<file path="src/rtl/issue_unit.sv">
// Single-issue arbiter for the integer, load/store, multiply and divide
// issue queues. Grants at most one read enable per cycle, reserves future
// CDB write slots so results never collide, and tracks occupancy of the
// non-pipelined divider.
//
// Handshake: iq_*_rdy is a valid indication from a queue; iu_*_r_en is the
// same-cycle ready/accept. The queue presents its entry while r_en is high
// and drops it at the following posedge. There is no back-pressure beyond
// the grant itself.
module issue_unit #(
   parameter int INT_LAT = 1,
   parameter int MUL_LAT = 4,
   parameter int DIV_LAT = 7
) (
   input  logic clk,
   input  logic reset,
   input  logic cdb_flush,
   input  logic iq_int_rdy,
   input  logic iq_ldst_rdy,
   input  logic iq_mul_rdy,
   input  logic iq_div_rdy,
   output logic iu_int_r_en,
   output logic iu_ldst_r_en,
   output logic iu_mul_r_en,
   output logic iu_div_r_en,
   output logic iu_div_busy
);

   if (!(INT_LAT >= 1 && INT_LAT < MUL_LAT && MUL_LAT < DIV_LAT && DIV_LAT <= 15)) begin : g_bad_lat
      $error("issue_unit: latencies must satisfy 1 <= INT_LAT < MUL_LAT < DIV_LAT <= 15");
   end

   // cdb_busy[k] = CDB write already claimed k cycles after the current one
   logic [DIV_LAT:1] cdb_busy;
   logic [DIV_LAT:1] cdb_busy_next;
   logic [3:0]       div_cnt;
   logic             lru;        // 0 = integer preferred, 1 = load/store preferred

   logic div_ok, mul_ok, int_ok, ldst_ok;
   logic grant_int, grant_ldst, grant_mul, grant_div;

   assign div_ok  = iq_div_rdy & (div_cnt == 4'd0) & ~cdb_busy[DIV_LAT];
   assign mul_ok  = iq_mul_rdy & ~cdb_busy[MUL_LAT];
   assign int_ok  = iq_int_rdy & ~cdb_busy[INT_LAT];
   assign ldst_ok = iq_ldst_rdy;

   // Fixed priority div > mul > {int, ldst}; int/ldst tie broken by lru.
   // Reset and flush suppress every grant.
   always_comb begin
      grant_int  = 1'b0;
      grant_ldst = 1'b0;
      grant_mul  = 1'b0;
      grant_div  = 1'b0;
      if (!reset && !cdb_flush) begin
         if (div_ok) begin
            grant_div = 1'b1;
         end else if (mul_ok) begin
            grant_mul = 1'b1;
         end else if (int_ok && ldst_ok) begin
            if (lru) grant_ldst = 1'b1;
            else     grant_int  = 1'b1;
         end else if (int_ok) begin
            grant_int = 1'b1;
         end else if (ldst_ok) begin
            grant_ldst = 1'b1;
         end
      end
   end

   // Shift the slot map one cycle closer and add the new claim at bit L-1.
   // A latency-1 op writes next cycle, which the shift has already consumed.
   always_comb begin
      cdb_busy_next = '0;
      for (int k = 1; k < DIV_LAT; k++) begin
         cdb_busy_next[k] = cdb_busy[k+1]
                          | (grant_int && (INT_LAT == k + 1))
                          | (grant_mul && (MUL_LAT == k + 1))
                          | (grant_div && (DIV_LAT == k + 1));
      end
   end

   // State registers: slot map, divider countdown and int/ldst fairness bit.
   always_ff @(posedge clk) begin
      if (reset) begin
         cdb_busy <= '0;
         div_cnt  <= 4'd0;
         lru      <= 1'b0;
      end else begin
         cdb_busy <= cdb_busy_next;
         if (grant_div)              div_cnt <= 4'(DIV_LAT - 1);
         else if (div_cnt != 4'd0)   div_cnt <= div_cnt - 4'd1;
         if (grant_int)              lru <= 1'b1;
         else if (grant_ldst)        lru <= 1'b0;
      end
   end

   assign iu_int_r_en  = grant_int;
   assign iu_ldst_r_en = grant_ldst;
   assign iu_mul_r_en  = grant_mul;
   assign iu_div_r_en  = grant_div;
   assign iu_div_busy  = ~reset & (div_cnt != 4'd0);

endmodule

</file>
<file path="config.mk">
export PLATFORM = sky130hd
export DESIGN_NAME = issue_unit
export DESIGN_NICKNAME = d
export VERILOG_FILES = /design/src/rtl/issue_unit.sv
export SDC_FILE = /design/constraint.sdc
export NUM_CORES = 1
export LEC_CHECK = 0
export CORE_AREA = 2 2 39 41
export DETAILED_ROUTE_END_ITERATION = 10
export DIE_AREA = 0 0 41 43
export SYNTH_ARGS = -nofsm -noshare
export SYNTH_HDL_FRONTEND = slang
export SYNTH_SLANG_ARGS = --single-unit
</file>
<file path="constraint.sdc">
create_clock -name clk -period 1.9 [get_ports clk]
set_input_delay 0.285 -clock clk [delete_from_list [all_inputs] [get_ports clk]]
set_output_delay 0.285 -clock clk [all_outputs]
set_load 0.01 [all_outputs]
</file>
==> flow_summary_export.csv <==
group,metric,value,unit
worst_setup_path,startpoint,"div_cnt[2]",
pwr,vdd_drop_max,0.419,mV
worst_setup_path,crit_fanout,3,
clock_tree,cts_buffer_depth,2,
place,place_inst,91,
global_routing,grt_max_degree,9,
route,drc,0,
worst_setup_path,cpPeakStageDelay,560,ps
global_routing,grt_pass1_vias,447,
logic_synthesis,synth-simple-area-share,27.0,%
timing,setup_viol_count_final,1,
layout,multiInputGateArea,277,um^2
route,dr.pass1.iters,4,
clock_tree,path_clk_slew,70,ps
timing,timing.final.crit_period,1920,ps
logic_synthesis,muxShareOfSynthArea,0,%
logic_synthesis,syn_area,463,um^2
run_status,violations,"setup timing",
pwr,powerDensity,675,nW/um^2
global_routing,gr-total-overflow,0,
timing,slew_violations,0,
floorplanning,initial_core_util,33.5,%
pwr,p_int,393,uW
global_routing,antenna_found_initial,0,
timing,fmax,520,MHz
clock_tree,htreeDepth,1,
worst_setup_path,critPathKind,"reg -> out",
timing,worst_pin_slew,317,ps
worst_setup_path,critPathSlowestCell,"or4_4",
logic_synthesis,synth_top_family_by_area,"simple AND/OR/NAND/NOR gates",
logic_synthesis,ys_ff_latch,11,
route,viasPerCell,4.90,
pwr,p_leak,0.328,nW
logic_synthesis,synth_cells,49,
layout,antenna_cells,0,
layout,fill_cells,124,
timing,layout_setup_ws,-23.3,ps
global_routing,grt_pass1_wl,1.73,mm
global_routing,grt_use_total,15.2,%
route,wl,1.18,mm
clock_tree,hold_buffers,0,
run,drv_cap,0,
worst_setup_path,critPathRequiredTime,1620,ps
place,placement.io_buffers,11,
route,dr_total_vias,475,
layout,mostFrequentLayoutCell,"buf_4",
clock_tree,cts_made_buffers,3,
pwr,pwr-share-clk,29.5,%
timing,relSlewSlack,78.9,%
worst_setup_path,crit_buf_inv,2,
timing,fin_crit_sh,101,%
pwr,combPwrFrac,23.8,%
timing,hold_violations,0,
logic_synthesis,synth_xor_area_share,0,%
clock_tree,cts_sinks,11,
route,wire_per_inst,12.1,um
layout,final_layout_size_suffix_gt1_share,44.4,%
route,drt-initial-drc-count,4,
clock_tree,clk_latency,270,ps
logic_synthesis,yosysWarnings,0,
logic_synthesis,synth_seq_area_share,47.6,%
worst_setup_path,r2r-start,"div_cnt[2]",
logic_synthesis,syn_nets,56,
layout,final_nets,89,
worst_setup_path,end_kind,"primary output",
worst_setup_path,arrival,1640,ps
place,place_congestion,0.822,
run_status,status,"finished, violations left",
timing,rsz0062_at_grt,"true",
layout,seq_area,223,um^2
worst_setup_path,crit_family,"simple AND/OR/NAND/NOR gates",
floorplanning,die_w,41,um
floorplanning,io_pins,12,
floorplanning,rows,14,
timing,fin_tns_setup,-23.3,ps
pwr,switching_share,25.8,%
worst_setup_path,critPathLaunchType,"flop",
logic_synthesis,synthAdderAreaFrac,0,%
pwr,power_frac_seq,46.7,%
place,dp_hpwl,788,um
layout,syn_to_final_growth,69.7,%
layout,instances_no_fill,97,
timing,fin_skew,2.80,ps
floorplanning,die_area,1760,um^2
floorplanning,die_h,43,um
clock_tree,root_buffer,"clkbuf_4",
logic_synthesis,yosys.cell_types.count,20,
layout,layout_common_cells,"18 x buf_4, 9 x dfxtp_1, 5 x nor2b_1, 5 x clkdlybuf4s50_1",
floorplanning,core_area,1380,um^2
logic_synthesis,syn_avg_cell_area,9.45,um^2
logic_synthesis,synth-compound-area-share,22.2,%
route,drtAntennaViolNets,0,
min_path,hp-start,"cdb_busy[5]",
clock_tree,cts_tree,"built",
pwr,switching_power,137,uW
min_path,hold_path_class,"reg -> reg",
worst_setup_path,crit_path_cell_trace,"or4_4 -> o211ai_4 -> buf_6 -> nor3_2 -> buf_2",
==> power by group through the flow <==
stage	sequential (mW)	combinational [mW]	clock, mW
CTS	0.246	0.116	0.164
global placement	0.250	0.110	0
floorplan	0.252	0.0436	0
finish	0.247	0.126	0.157
global route	0.249	0.137	0.176
detailed placement	0.250	0.110	0
==> layout make-up <==
cell class / count / area share (%)
clock buffers: 4 / 3.34
inverters: 3 / 1.43
multi-input cells: 34 / 35.2
flip-flops and latches: 11 / 28.3
well taps: 16 / 2.55
repair buffers: 29 / 29.1
==> kinds of logic after synthesis <==
| logic type | Yosys count |
|---|---|
| DFF | 11 |
| AOI/OAI and AO/OA | 13 |
| buffers and inverters | 4 |
| and+or+nand+nor | 21 |
==> synth_stat cells <==
cell type,n,share of area (%)
o21ai_0,3,3.2
or4_4,1,2.4
nor2b_1,5,6.8
dfxtp_1,11,48
inv_1,3,2.4
nor3_1,4,4.3
o32ai_2,1,3.5
nor3b_1,1,1.6
a21oi_1,3,3.2
nand2_1,1,0.81
nand2b_1,3,4.1
o31ai_1,1,1.6
nor2_1,2,1.6
o2111a_1,1,2.4
or2_2,1,1.4
nor4_1,3,4.1
clkbuf_1,1,0.81
o211ai_1,1,1.6
o211ai_2,1,2.7
a2111oi_0,2,3.8
==> routing by layer <==
| layer | up-vias | wire length (um) | global-route usage, % |
|---|---|---|---|
| met5 | - | 0 | 0 |
| met4 | 0 | 19 | 14.0 |
| met3 | 2 | 44 | 4.71 |
| met2 | 9 | 604 | 20.0 |
| met1 | 216 | 505 | 18.6 |
| li1 | 248 | - | - |
==> what timing repair did <==
action,4_1_cts,5_1_grt
buffers inserted,1,1
resized for setup,19,10
pin swaps,2,3
setup endpoints to repair,5,3
==> stage by stage <==
step                      power (mW)  setup WS [ps]  area, um^2  hold slack [ps]  util [%]
final                          0.530          -23.3         786              441      56.8
after global routing           0.562          -77.0         786              459      56.8
after CTS                      0.526          -69.7         757              449      54.7
after detailed placement       0.360           -437         709              431      51.3
after global placement         0.360           -381         709              421      51.3
after floorplan                0.295            272         463              357         -
==> flip-flops by register name, indices dropped and copies added, names as in the netlist <==
name / flops
cdb_busy: 6
div_cnt: 4
lru: 1
==> worst register-to-register path, cell delays in order, from the launching register on <==
cell and delay [ps]:
dfxtp_2 320, or4_4 560, o211ai_4 210, buf_6 130
buf_4 90, buf_4 90, o32ai_2 70
==> final timing paths <==
kind / cells after the start / slack, ps / to
max: 5 / -20 / iu_ldst_r_en
min: 1 / 440 / cdb_busy[4]
min reg2reg: 1 / 440 / cdb_busy[4]
max reg2reg: 6 / 330 / lru
No activity file was read; power rests on OpenSTA's default activity.
